[config.mk]
export PLATFORM = sky130hd
export DESIGN_NAME = proc_tracker
export DESIGN_NICKNAME = d
export VERILOG_FILES = /design/src/rtl/proc_tracker_pkg.sv /design/src/rtl/proc_match_find.sv /design/src/rtl/proc_tracker.sv
export SDC_FILE = /design/constraint.sdc
export NUM_CORES = 1
export LEC_CHECK = 0
export ABC_AREA = 1
export BUFFER_PORTS_ARGS = -buffer_cell sky130_fd_sc_hd__buf_2
export CAP_MARGIN = 25
export CORE_ASPECT_RATIO = 2
export CORE_MARGIN = 1.5
export CORE_UTILIZATION = 35
export DETAILED_ROUTE_END_ITERATION = 16
export GPL_TIMING_DRIVEN = 0
export PLACE_DENSITY = 0.57
export SYNTH_ARGS = -nofsm -noshare
export SYNTH_HDL_FRONTEND = slang
export SYNTH_SLANG_ARGS = --single-unit
[constraint.sdc]
create_clock -name clk -period 3.11 [get_ports clk]
set_input_delay 0.311 -clock clk [delete_from_list [all_inputs] [get_ports clk]]
set_output_delay 0.311 -clock clk [all_outputs]
set_load 0.05 [all_outputs]
[src/rtl/proc_tracker_pkg.sv]
// Shared types and sizing for the process-memory tracker.
package proc_tracker_pkg;

    localparam int PID_WIDTH        = 4;
    localparam int PROC_SLOT_AMOUNT = 8;

    // One tracked regular write burst.
    typedef struct packed {
        logic                 valid;
        logic [PID_WIDTH-1:0] awid;
    } proc_slot_t;

endpackage

[src/rtl/proc_match_find.sv]
// Combinational lowest-index match finder over the age-ordered slot vector.
// Slot 0 is the oldest, so the lowest matching index is the oldest burst
// with that ID.
module proc_match_find
    import proc_tracker_pkg::*;
#(
    parameter  int N_SLOTS = PROC_SLOT_AMOUNT,
    localparam int IW      = $clog2(N_SLOTS)
) (
    input  proc_slot_t [N_SLOTS-1:0] i_slot,
    input  logic [PID_WIDTH-1:0]     i_id,
    output logic [N_SLOTS-1:0]       o_onehot,
    output logic [IW-1:0]            o_idx,
    output logic                     o_found
);

    logic [N_SLOTS-1:0] w_hit;

    // Per-slot compare; invalid slots never hit.
    for (genvar g = 0; g < N_SLOTS; g++) begin : g_cmp
        assign w_hit[g] = i_slot[g].valid && (i_slot[g].awid == i_id);
    end

    // Isolate the lowest set bit: x & -x.
    assign o_onehot = w_hit & (~w_hit + N_SLOTS'(1));
    assign o_found  = |w_hit;

    // Priority encode, scanning high to low so the lowest hit wins.
    always_comb begin
        o_idx = '0;
        for (int i = N_SLOTS - 1; i >= 0; i--) begin
            if (w_hit[i]) o_idx = IW'(i);
        end
    end

endmodule

[src/rtl/proc_tracker.sv]
// Process memory for the arbitration path: tracks AWIDs of regular write
// bursts in age order, retires the oldest same-ID entry on each B response,
// and hands release credits to special_memory.
module proc_tracker
    import proc_tracker_pkg::*;
#(
    parameter  int SLOT_AMOUNT = PROC_SLOT_AMOUNT,
    localparam int CW          = $clog2(SLOT_AMOUNT) + 1,
    localparam int IW          = $clog2(SLOT_AMOUNT)
) (
    input  logic                 clk,
    input  logic                 rst_n,
    input  logic                 i_aw_push,
    input  logic [PID_WIDTH-1:0] i_aw_id,
    input  logic                 i_b_fire,
    input  logic [PID_WIDTH-1:0] i_b_id,
    input  logic                 i_release_ready,
    output logic                 o_proc_full,
    output logic                 o_proc_empty,
    output logic                 o_spec_release,
    output logic [CW-1:0]        o_proc_count,
    output logic                 o_err
);

    localparam logic [CW-1:0] FULL_CNT = CW'(SLOT_AMOUNT);

    proc_slot_t [SLOT_AMOUNT-1:0] r_slot;
    logic [CW-1:0]                r_count;
    logic [CW-1:0]                r_credit;
    logic                         r_err;

    proc_slot_t [SLOT_AMOUNT-1:0] w_slot_nxt;
    proc_slot_t [SLOT_AMOUNT-1:0] w_shifted;
    logic [SLOT_AMOUNT-1:0]       w_match_oh;
    logic [IW-1:0]                w_match_idx;
    logic                         w_found;
    logic                         w_full;
    logic                         w_retire;
    logic                         w_push_ok;
    logic                         w_cr_dec;
    logic [CW-1:0]                w_tail;
    logic [CW-1:0]                w_count_nxt;
    logic [CW-1:0]                w_credit_nxt;
    logic                         w_err_nxt;

    // Search only sees pre-edge state, so a same-cycle push can never match.
    proc_match_find #(.N_SLOTS(SLOT_AMOUNT)) u_find (
        .i_slot   (r_slot),
        .i_id     (i_b_id),
        .o_onehot (w_match_oh),
        .o_idx    (w_match_idx),
        .o_found  (w_found)
    );

    assign w_full    = (r_count == FULL_CNT);
    assign w_retire  = i_b_fire & w_found;
    assign w_push_ok = i_aw_push & ~w_full;
    assign w_cr_dec  = i_release_ready & (r_credit != '0);
    assign w_tail    = r_count - CW'(w_retire);
    // Whole vector moved down one slot; top slot fills with an invalid entry.
    assign w_shifted = r_slot >> $bits(proc_slot_t);

    // Slot update: compact over the retired entry, then append behind the tail.
    always_comb begin
        w_slot_nxt = r_slot;
        for (int i = 0; i < SLOT_AMOUNT; i++) begin
            // The matched slot and every younger one take their upper neighbour.
            if (w_retire && (w_match_oh[i] || (IW'(i) > w_match_idx)))
                w_slot_nxt[i] = w_shifted[i];
        end
        // w_tail < SLOT_AMOUNT whenever a push is accepted.
        if (w_push_ok)
            w_slot_nxt[w_tail[IW-1:0]] = {1'b1, i_aw_id};
    end

    // Occupancy, saturating credit and sticky error next-state.
    always_comb begin
        w_count_nxt  = r_count + CW'(w_push_ok) - CW'(w_retire);
        w_credit_nxt = r_credit;
        if (w_retire && !w_cr_dec) begin
            if (r_credit != FULL_CNT) w_credit_nxt = r_credit + CW'(1);
        end else if (!w_retire && w_cr_dec) begin
            w_credit_nxt = r_credit - CW'(1);
        end
        w_err_nxt = r_err
                  | (i_aw_push & w_full)
                  | (i_b_fire & ~w_found)
                  | (i_release_ready & (r_credit == '0));
    end

    // State registers; reset drops every tracked burst and all credit.
    always_ff @(posedge clk or negedge rst_n) begin
        if (!rst_n) begin
            r_slot   <= '0;
            r_count  <= '0;
            r_credit <= '0;
            r_err    <= 1'b0;
        end else begin
            r_slot   <= w_slot_nxt;
            r_count  <= w_count_nxt;
            r_credit <= w_credit_nxt;
            r_err    <= w_err_nxt;
        end
    end

    assign o_proc_full    = w_full;
    assign o_proc_empty   = (r_count == '0);
    assign o_spec_release = (r_credit != '0);
    assign o_proc_count   = r_count;
    assign o_err          = r_err;

endmodule

==> impl_metrics.ini <==
[run_status]
outcome = finished, final reports clean

[flow_run]
max-cap-violations = 0

[finish]
areaGrowthSynthToFinish_pct = 16.0
diodes = 0
final_cells = 605
fin_area_mm2 = 0.00379
layout_common_cells = nand2_1, inv_1, dfrtp_1
layout.nets = 527
fill_cells = 941
fin_util_pct = 42.1
drive_gt1_share_pct = 15.9
final_common_cell = nand2_1

[pwr]
p_total_mw = 4.28
netSwitchingFraction_pct = 47.5
pwr_density_cell_mw_per_mm2 = 1130
p_leak_nw = 2.02
p_int_mw = 2.25
vdd_ir_drop_max_mv = 0.661
clkPwrFrac_pct = 15.3
p_switching_mw = 2.03
p_comb_share_pct = 55.7
seq_power_share_pct = 29.0

[setup_path]
crit_required_ns = 3.29
worstSetupEndpointType = flop
critical_path.max_fanout = 11
r2r_slack_ns = 0.22
arrival_ns = 3.07
rr_endpoint = r_slot[23]
r2r_cells = 20
critical_path.max_stage_delay_ns = 0.39
cp_slowest_cell = dfrtp_1
crit_type = reg -> reg
critPathLaunchType = flop
regToRegStartpoint = r_slot[31]
crit_path_cell_trace = inv_2 > nand2_1 > nand2_1 > nor2_1 > nand3_1 > nand2_2 > nor2_4 > nand2_8 > nand2_8 > inv_4 > buf_6 > ha_2 > ha_2 > inv_1 > nor2_1 > inv_1 > nor2_1 > inv_1 > nand2_1 > o21ai_0

[place]
gp_congestion = 0.875
hpwl_um = 7020
portBuffers = 17
place_ws_ns = -0.577
postPlaceCellArea_mm2 = 0.00350
placed_cells = 589

[global_route]
grt-ovfl-total = 0
grt_pass1_vias = 2914
grt_pass1_wl_um = 14400
antenna_found_initial = 0
grt_max_degree = 34
grt_usage_pct = 19.1

[yosys]
ys_warn_count = 0
syn-instance-count = 469
syn_area_mm2 = 0.00327
synth_top_flop_cell = dfrtp_1
syn_nets = 494
yosysSeqAreaShare_pct = 37.5
synth_seq_cells = 49
synth.distinct_cells = 33
async_reset_ff_share_pct = 100
synth_edf_count = 0
syn_avg_cell_area_um2 = 6.97

[clock_tree]
cts.sinks = 49
root_buffer = clkbuf_16
clockBufferDepth = 2
cts_buffers = 5
htree_levels = 2
cts_tree = yes
clkTransAtPathRegs_ns = 0.07
clk_latency_ns = 0.30

[min_path]
min_to = o_err
min_from = i_aw_push
min_path_cells = 3
hp-class = in -> reg

[sta]
setup_viol = 0
fin_skew_ns = 0.00898
finalCriticalPeriod_ns = 2.89
final-max-slew-violation-count = 0
tightestPinTransition_ns = 0.427
min_period_over_period_pct = 93.0
finalSetupTns_ns = 0
fin_ws_ns = 0.219
rsz0062_at_grt = false
max_freq_ghz = 0.346
hold_violations = 0
hold-worst-slack_ns = 0.249
relSlewSlack_pct = 71.6

[floorplan]
die_h_um = 140
start_util_pct = 36.3
dieArea_mm2 = 0.00997
ios = 21
die_x_um = 71.4
core_mm2 = 0.00901
placementRows = 49

[detailed_routing]
drc = 0
antenna_left = 0
drtPass1Iterations = 4
dr_wl_met3_um = 227
wl_um = 9090
highest_layer = met4
drt_iter0_markers = 106
num_vias = 3002
met2WireLength_um = 5140
m1WireLength_um = 3270
post_drt_wl_per_cell_um = 15.0
vias_per_cell = 4.96
## cell usage after synthesis, types with 2 or more instances
master	n	share of area [%]
nor2_2	2	0.38
xnor2_1	9	2.4
ha_1	10	3.8
o211ai_1	3	0.69
dfrtp_1	49	37
o21ai_0	16	2.4
nand2_4	2	0.69
inv_1	72	8.3
a31oi_1	3	0.57
nand2_1	156	18
buf_4	2	0.46
a211oi_1	2	0.46
nand2_2	5	0.96
nand4_1	5	0.96
a21oi_1	11	1.7
inv_2	3	0.34
xor2_1	2	0.54
nand2_8	2	1.2
o21ai_1	9	1.4
fa_1	2	1.2
nand3_1	47	7.2
buf_6	3	1.0
nor2_1	44	5.0
## cells by family after synthesis
kind of cell               count (synthesis)  share of synthesized area [%]
DFF                                       49                           37.5
adders and majority gates                 12                           5.05
AOI/OAI and AO/OA                         47                           8.00
xor gates and xnor gates                  11                           2.95
buffers and inverters                     82                           10.4
and+or+nand+nor                          268                           36.1
## power by group through the flow
stage	sequential [mW]	clock [mW]	combinational, mW
final	1.24	0.655	2.39
after global routing	1.29	0.689	2.70
after CTS	1.24	0.667	2.30
after detailed placement	1.25	0	2.24
after global placement	1.25	0	2.19
after floorplan	1.26	0	1.71
## flip-flops by register name (all words and copies together), names as in the netlist
register	count
o_err	1
o_proc_count	4
r_credit	4
r_slot	40
## cell type report
type                       count  area, um^2  area share, %
tap                          102         128           3.36
sequential                    49        1230           32.3
clock buffer                   7         143           3.76
multi-input combinational    338        1760           46.3
clock inverter                 1        30.0          0.792
timing repair buffer          26         168           4.42
inverter                      76         288           7.59
buffer                         6        53.8           1.42
## metal layers
| layer | vias up | GRT usage [%] |
|---|---|---|
| met2 | 48 | 35.4 |
| met1 | 1403 | 19.3 |
| li1 | 1531 | - |
| met5 | - | 0 |
| met4 | 0 | 11.6 |
| met3 | 20 | 2.39 |
## critical path: cells and delay by family, from the launching register on
kind                       cells  cell delay, ns
adders and majority gates      2            0.53
and+or+nand+nor               11            1.20
AOI/OAI and AO/OA              1            0.07
DFF                            1            0.39
buffers and inverters          6            0.58
## worst max-delay path by stage
stage,cells after the start,slack [ns],to,startpoint
2_1_floorplan,24,0.12,r_slot[6],i_b_id[0]
4_1_cts,23,0.01,r_slot[18],r_slot[31]
5_1_grt,23,0.006,r_slot[18],r_slot[30]
3_3_place_gp,24,-0.52,r_slot[7],i_b_id[0]
6_report,20,0.22,r_slot[23],r_slot[31]
3_5_place_dp,24,-0.58,r_slot[6],i_b_id[0]
## repair_timing
| item | 4_1_cts | 5_1_grt |
|---|---|---|
| hold buffers | 1 | 0 |
| gates resized for setup | 8 | 18 |
| hold endpoints to repair | 16 | 0 |
| pin swaps | 1 | 6 |
| setup buffers | 1 | 6 |
| setup endpoints to repair | 16 | 30 |
Note: power is estimated with default switching activity, not from simulation.
